`src/rtl/abr_alert_req_arbiter.sv`:
```
// Round-robin arbiter sharing one alert sender channel between NumSrc event
// sources: latches per-source pending bits, runs one req/ack handshake per
// grant, records the acknowledged cause and watches each handshake for stalls.
module abr_alert_req_arbiter #(
    parameter int unsigned NumSrc        = 4,
    parameter int unsigned TimeoutCycles = 1024,
    parameter int unsigned GapCycles     = 2,
    localparam int unsigned IdxW         = $clog2(NumSrc)
) (
    input  logic              clk_i,
    input  logic              rst_b,
    input  logic [NumSrc-1:0] event_i,
    output logic              alert_req_o,
    input  logic              alert_ack_i,
    output logic [NumSrc-1:0] pending_o,
    output logic [IdxW-1:0]   grant_idx_o,
    output logic              busy_o,
    output logic [IdxW-1:0]   cause_o,
    output logic              cause_vld_o,
    output logic [15:0]       ack_cnt_o,
    output logic              timeout_o,
    input  logic              timeout_clr_i
);

    localparam int unsigned TmrW = $clog2(TimeoutCycles);
    localparam int unsigned GapW = (GapCycles > 1) ? $clog2(GapCycles) : 1;

    localparam logic [TmrW-1:0] TmrLast = TmrW'(TimeoutCycles - 1);
    localparam logic [GapW-1:0] GapLast = GapW'(GapCycles - 1);
    localparam logic [IdxW-1:0] IdxLast = IdxW'(NumSrc - 1);

    typedef enum logic [1:0] {
        ST_IDLE,
        ST_REQ,
        ST_GAP
    } state_e;

    state_e            state_q;
    logic [NumSrc-1:0] pending_q;
    logic [IdxW-1:0]   grant_idx_q;
    logic [IdxW-1:0]   rr_ptr_q;
    logic [TmrW-1:0]   timer_q;
    logic [GapW-1:0]   gap_q;
    logic              req_q;
    logic              busy_q;
    logic [IdxW-1:0]   cause_q;
    logic              cause_vld_q;
    logic [15:0]       ack_cnt_q;
    logic              timeout_q;

    logic [NumSrc-1:0] clr;
    logic              sel_vld;
    logic [IdxW-1:0]   sel_idx;
    logic [IdxW-1:0]   rr_next;
    int unsigned       cand;

    // Pointer wraps explicitly so non power-of-two NumSrc never yields an out-of-range index.
    assign rr_next = (grant_idx_q == IdxLast) ? '0 : grant_idx_q + IdxW'(1);

    // Only an ack seen during Req clears the granted source's pending bit.
    always_comb begin
        clr = '0;
        if (state_q == ST_REQ && alert_ack_i) begin
            clr[grant_idx_q] = 1'b1;
        end
    end

    // First pending source searching upward from the RR pointer, wrapping at NumSrc.
    always_comb begin
        sel_vld = 1'b0;
        sel_idx = '0;
        cand    = '0;
        for (int unsigned k = 0; k < NumSrc; k++) begin
            cand = 32'(rr_ptr_q) + k;
            if (cand >= NumSrc) begin
                cand = cand - NumSrc;
            end
            if (!sel_vld && pending_q[IdxW'(cand)]) begin
                sel_vld = 1'b1;
                sel_idx = IdxW'(cand);
            end
        end
    end

    // Grant FSM with pending latches, cause/count recording and sticky watchdog.
    always_ff @(posedge clk_i or negedge rst_b) begin
        if (!rst_b) begin
            state_q     <= ST_IDLE;
            pending_q   <= '0;
            grant_idx_q <= '0;
            rr_ptr_q    <= '0;
            timer_q     <= '0;
            gap_q       <= '0;
            req_q       <= 1'b0;
            busy_q      <= 1'b0;
            cause_q     <= '0;
            cause_vld_q <= 1'b0;
            ack_cnt_q   <= '0;
            timeout_q   <= 1'b0;
        end else begin
            // A fresh event in the ack cycle keeps the bit set.
            pending_q   <= event_i | (pending_q & ~clr);
            cause_vld_q <= 1'b0;
            if (timeout_clr_i) begin
                timeout_q <= 1'b0;
            end
            unique case (state_q)
                ST_IDLE: begin
                    if (sel_vld) begin
                        grant_idx_q <= sel_idx;
                        timer_q     <= '0;
                        state_q     <= ST_REQ;
                        req_q       <= 1'b1;
                        busy_q      <= 1'b1;
                    end
                end
                ST_REQ: begin
                    if (alert_ack_i) begin
                        cause_q     <= grant_idx_q;
                        cause_vld_q <= 1'b1;
                        if (ack_cnt_q != 16'hFFFF) begin
                            ack_cnt_q <= ack_cnt_q + 16'd1;
                        end
                        rr_ptr_q <= rr_next;
                        gap_q    <= '0;
                        state_q  <= ST_GAP;
                        req_q    <= 1'b0;
                    end else if (timer_q == TmrLast) begin
                        // Stalled channel: keep the source pending but move on.
                        timeout_q <= 1'b1;
                        rr_ptr_q  <= rr_next;
                        gap_q     <= '0;
                        state_q   <= ST_GAP;
                        req_q     <= 1'b0;
                    end else begin
                        timer_q <= timer_q + TmrW'(1);
                    end
                end
                ST_GAP: begin
                    if (gap_q == GapLast) begin
                        state_q <= ST_IDLE;
                        busy_q  <= 1'b0;
                    end else begin
                        gap_q <= gap_q + GapW'(1);
                    end
                end
                default: begin
                    state_q <= ST_IDLE;
                    req_q   <= 1'b0;
                    busy_q  <= 1'b0;
                end
            endcase
        end
    end

    assign alert_req_o = req_q;
    assign pending_o   = pending_q;
    assign grant_idx_o = grant_idx_q;
    assign busy_o      = busy_q;
    assign cause_o     = cause_q;
    assign cause_vld_o = cause_vld_q;
    assign ack_cnt_o   = ack_cnt_q;
    assign timeout_o   = timeout_q;

endmodule

```
`config.mk`:
```
export PLATFORM = sky130hd
export DESIGN_NAME = abr_alert_req_arbiter
export DESIGN_NICKNAME = d
export VERILOG_FILES = /design/src/rtl/abr_alert_req_arbiter.sv
export SDC_FILE = /design/constraint.sdc
export NUM_CORES = 1
export LEC_CHECK = 0
export CORE_AREA = 2 2 78 80
export CTS_BUF_LIST = sky130_fd_sc_hd__clkbuf_8
export DETAILED_ROUTE_END_ITERATION = 6
export DIE_AREA = 0 0 80 82
export PLACE_DENSITY = 0.72
export SYNTH_ARGS = -nofsm -noshare
export SYNTH_HDL_FRONTEND = slang
export SYNTH_SLANG_ARGS = --single-unit
```
`constraint.sdc`:
```
create_clock -name clk_i -period 1.9 [get_ports clk_i]
set_input_delay 0.38 -clock clk_i [delete_from_list [all_inputs] [get_ports clk_i]]
set_output_delay 0.38 -clock clk_i [all_outputs]
set_load 0.02 [all_outputs]
```
# Word level (Yosys, flattened, before mapping)
# Cells that the tools add are included.
word_totals:
  reg_bits: 43
  inputBits: 8
  output_inout_bits: 28
op_classes:
  mux: 49
  n_eq_ne: 10
  n_reduce_logical: 21
  order_cmp: 10
  n_bitwise: 5
  add_sub_neg: 11
op_table:
  columns: ["cell", "n"]
  rows:
  - ["$mux 10", 3]
  - ["$mux 2", 15]
  - ["$mux 1", 20]
  - ["$pmux 10 s2", 1]
  - ["$add 16x1->16 const B", 1]
  - ["$ne 16x16->1 const B", 1]
  - ["$lt 2x3->1 const B", 5]
  - ["$reduce_and 3->1", 4]
  - ["$add 10x1->10 const B", 1]
  - ["$eq 10x10->1 const B", 1]
  - ["$ge 3x3->1 const B", 3]
  - ["$bmux 1 s2", 4]
  - ["$ne 2x2->1 const B", 4]
  - ["$reduce_and 2->1", 4]
  - ["$sub 2x1->2 const B", 4]
  - ["$add 2x2->3 const B", 2]
  - ["$pmux 1 s3", 2]
  - ["$pmux 2 s3", 1]
  - ["$reduce_bool 2->1", 3]
  - ["$logic_and 1x1->1", 5]
  - ["$and 4x4->4", 1]
  - ["$eq 2x2->1 const B", 2]
  - ["$mux 4", 1]
  - ["$not 4->4", 1]
  - ["14 further kinds", 17]

# Longest topological paths before layout
logic_depth:
  word_depth: 16
  ltp_mapped: 8
  ltp_nobuf: 6

# Least setup slack after synthesis
# OpenSTA, ideal clock, no wires.
synth_path:
  kind: "register -> register"
  from: "register timer_q[0]"
  to: "register state_q[0]"
  setup_time_ns: 0.125
  path_stages_with_launch: 7
  period_less_slack_ns: 1.914
  t_arrival_ns: 1.789
  path_slack_ns: -0.014
  path_cell_list: "dfrtp_1 -> ha_1 -> nand3_1 -> o311a_1 -> buf_6 -> or3_4 -> mux2_4"
synth_via:
  elab_chain_cells: 3
synth_lines:
  columns: ["element", "line", "rtl"]
  rows:
  - ["start: declaration", "42", "logic [TmrW-1:0] timer_q;"]
  - ["start signal: assignment", "136", "timer_q <= timer_q + TmrW'(1);"]
  - ["$eq 10x10->1", "128", "end else if (timer_q == TmrLast) begin"]
  - ["$ne 3x2->1 (no source line)", null, null]
  - ["$reduce_and 3->1 (no source line)", null, null]
  - ["end signal: assignment", "126", "state_q <= ST_GAP;"]
  - ["end signal: assignment", "133", "state_q <= ST_GAP;"]
  - ["end signal: assignment", "141", "state_q <= ST_IDLE;"]
  - ["end: declaration", "38", "state_e state_q;"]
# Every way passes these cells.
# A chain may end at the register's enable or synchronous reset.

# Final worst setup path
layout_path:
  from: "register timer_q[1]"
  to: "register state_q[0]"
# Same word-level chain as after synthesis.

==> flow_metrics.tcl <==
set metrics [dict create \
    run_status "finished clean" \
    critPathLaunchType "flip-flop" \
    slew_viol_final 0 \
    path_buf_inv 0 \
    clk_latency_ps 290 \
    yosysTopAreaCellShare_pct 48.5 \
    postSynth.asyncResetShare_pct 100 \
    overflow 0 \
    ant_nets 0 \
    syn-num-nets 233 \
    syn_area_um2 2220 \
    clockBufferDepth 2 \
    clock_sinks 43 \
    cts_max_level 2 \
    antenna_found_initial 0 \
    finalHoldViolCount 0 \
    crit_required_ps 2080 \
    holdCritPathClass "in -> async" \
    critPathMaxFanout 4 \
    synthDistinctLibCells 45 \
    ys_seq_area_share_pct 48.5 \
    period_needed_ps 1840 \
    antenna_cells 0 \
    endpoint_kind "flip-flop" \
    tns_ps 0 \
    setup_violations 0 \
    root_buffer "clkbuf_8" \
    worstPathCellList "ha_4 -> nand3_2 -> o311a_1 -> or3_4 -> mux2_4" \
    drt-vias-per-instance 5.12 \
    synth_cells 215 \
    critPathMaxStageDelay_ps 420 \
    grt_max_degree 26 \
    p_total_uw 3520 \
    drtIter0Drc 92 \
    fmax_ghz 0.543 \
    syn_to_final_growth_pct 30.3 \
    fin_hold_ws_ps 53.0 \
    place_area_um2 2760 \
    dieArea_um2 6560 \
    place.gp.congestion 0.795 \
    synthTopCellsByArea "dfrtp_1 (49%), ha_1 (5.6%), nand2_1 (3.6%), xnor2_1 (3.2%), inv_1 (2.5%)" \
    dr.pass1.iters 4 \
    rsz0062_at_grt "yes" \
    final_nets 288 \
    peakVddDrop_uv 583 \
    grt_pass1_vias 1723 \
    die-width_um 80 \
    place.port_buffers 35 \
    synth_most_common_cell "dfrtp_1" \
    wl_per_cell_um 13.3 \
    post-route-drc-count 0 \
    drive_gt1_share_pct 16.6 \
    crit_family "simple AND/OR/NAND/NOR gates" \
    cts.reportedPaths.clkPinSlew_ps 80 \
    hold_buffers 0 \
    nFillCells 542 \
    leakage_uw 0.00124 \
    arrival_ps 2020 \
    synthFlopType "dfrtp_1" \
    synth.avg_cell_area_um2 10.3 \
    fin_skew_ps 3.61 \
    die_h_um 82 \
    routed_wl_um 4620 \
    postLayoutCoreUtil_pct 50.3 \
    yosysWarnings 0 \
    routed-via-count 1771 \
    place_hpwl_um 3440 \
    synth-seq-cells 43 \
    maxSlewHeadroom_pct 64.6 \
    power_density_nw_per_um2 1220 \
    worst_pin_slew_ps 530 \
    slowest_stage "dfrtp_1" \
    synth_top_area_cell "dfrtp_1" \
    ios 36 \
    row_count 28 \
    cap_viol_max_count 0 \
    post-route-period-util_pct 96.9 \
    grt_util_all_layers_pct 15.5 \
    grt_pass1_wl_um 8010 \
    start_util_pct 38.6 \
    coreArea_um2 5750 \
    cts_buffers 5 \
    cts_tree "built" \
    synth_common_cells "dfrtp_1 (43), nand2_1 (21), inv_1 (15)" \
    final_cell_area_um2 2890 \
    path_class "reg -> reg" \
    synth_edf_count 0 \
]
[flip-flops by register name (all words and copies together) (netlist names), 2 cells and up]
| register | cells |
|---|---|
| timer_q | 10 |
| state_q | 2 |
| rr_ptr_q | 2 |
| ack_cnt_o | 16 |
| grant_idx_o | 2 |
| cause_o | 2 |
| pending_o | 4 |
[worst reg2reg max path, delay by kind of cell, from the launching register on]
kind | cells | cell delay, ps
simple gates | 2 | 500
flops | 1 | 420
compound gates | 1 | 330
mux | 1 | 300
fa+ha+maj | 1 | 170
[power by group]
group          total [uW]  leakage [uW]  switching [uW]  internal, uW
Combinational        1560      0.000640             759           802
Clock                 559     0.0000477             308           252
Sequential           1400      0.000550             247          1150
[area by class of cell]
| type | count | area [um2] | area share [%] |
|---|---|---|---|
| Timing Repair Buffer | 53 | 480 | 16.6 |
| Clock inverter | 3 | 15.0 | 0.519 |
| Tap cell | 75 | 93.8 | 3.25 |
| Inverter | 15 | 56.3 | 1.95 |
| Clock buffer | 5 | 68.8 | 2.38 |
| Multi-Input combinational cell | 152 | 1100 | 38.0 |
| Sequential cell | 43 | 1080 | 37.3 |
[kinds of logic after synthesis]
kind of cell / synth area share, %
AO/OA/AOI/OAI: 11.2
XOR/XNOR: 5.53
adder cells (fa/ha/maj): 5.64
buffers and inverters: 3.78
flip-flops: 48.5
multiplexers: 4.79
AND/OR/NAND/NOR: 20.6
[through the flow]
stage | cells | setup slack (ps)
6_report | 346 | 58.8
5_1_grt | 346 | 1.17
4_1_cts | 345 | 2.78
3_5_place_dp | 337 | -37.8
3_3_place_gp | 337 | 5.56
2_1_floorplan | 215 | 25.9
[final timing paths]
kind / startpoint / endpoint / slack, ps / cells after the start
hold / removal: rst_b / cause_vld_o / 50 / 1
max in group asynchronous: rst_b / state_q[0] / 1240 / 2
setup reg to reg: timer_q[1] / state_q[0] / 60 / 5
min in group clk_i: ack_cnt_o[15] / ack_cnt_o[15] / 490 / 1
setup / recovery: timer_q[1] / state_q[0] / 60 / 5
hold reg to reg: ack_cnt_o[15] / ack_cnt_o[15] / 490 / 1
[cell usage in the layout, fill, tap and decap left out, types with 3 or more instances in the layout]
| master | Yosys | layout |
|---|---|---|
| nor2_1 | 7 | 7 |
| a21oi_1 | 3 | 3 |
| clkdlybuf4s50_1 | 0 | 34 |
| nand2_1 | 21 | 21 |
| nand2b_1 | 7 | 7 |
| inv_1 | 15 | 15 |
| a31oi_1 | 6 | 6 |
| and3_1 | 3 | 3 |
| nand3_1 | 10 | 9 |
| dfrtp_1 | 43 | 42 |
| o21ai_0 | 8 | 8 |
| xor2_1 | 6 | 6 |
| buf_4 | 0 | 18 |
| xnor2_1 | 8 | 8 |
| nor3_1 | 11 | 11 |
| mux2_2 | 5 | 5 |
| ha_1 | 10 | 8 |
| nand4_1 | 8 | 8 |
| clkinv_2 | 0 | 3 |
| a21o_1 | 4 | 4 |
| clkbuf_8 | 0 | 5 |
[per-layer routing]
layer	vias to the layer above	global-route usage (%)	part of all wire [%]
met4	0	5.08	1.3
met2	21	23.1	47
li1	883	-	-
met5	-	0	0
met3	5	3.08	2.5
met1	862	22.6	49
[timing repair]
item / CTS / global route
endpoints found under the setup margin: 0 / 23
resized for setup: 0 / 8
buffers inserted: 0 / 1
Note: power is estimated with default switching activity, not from simulation.
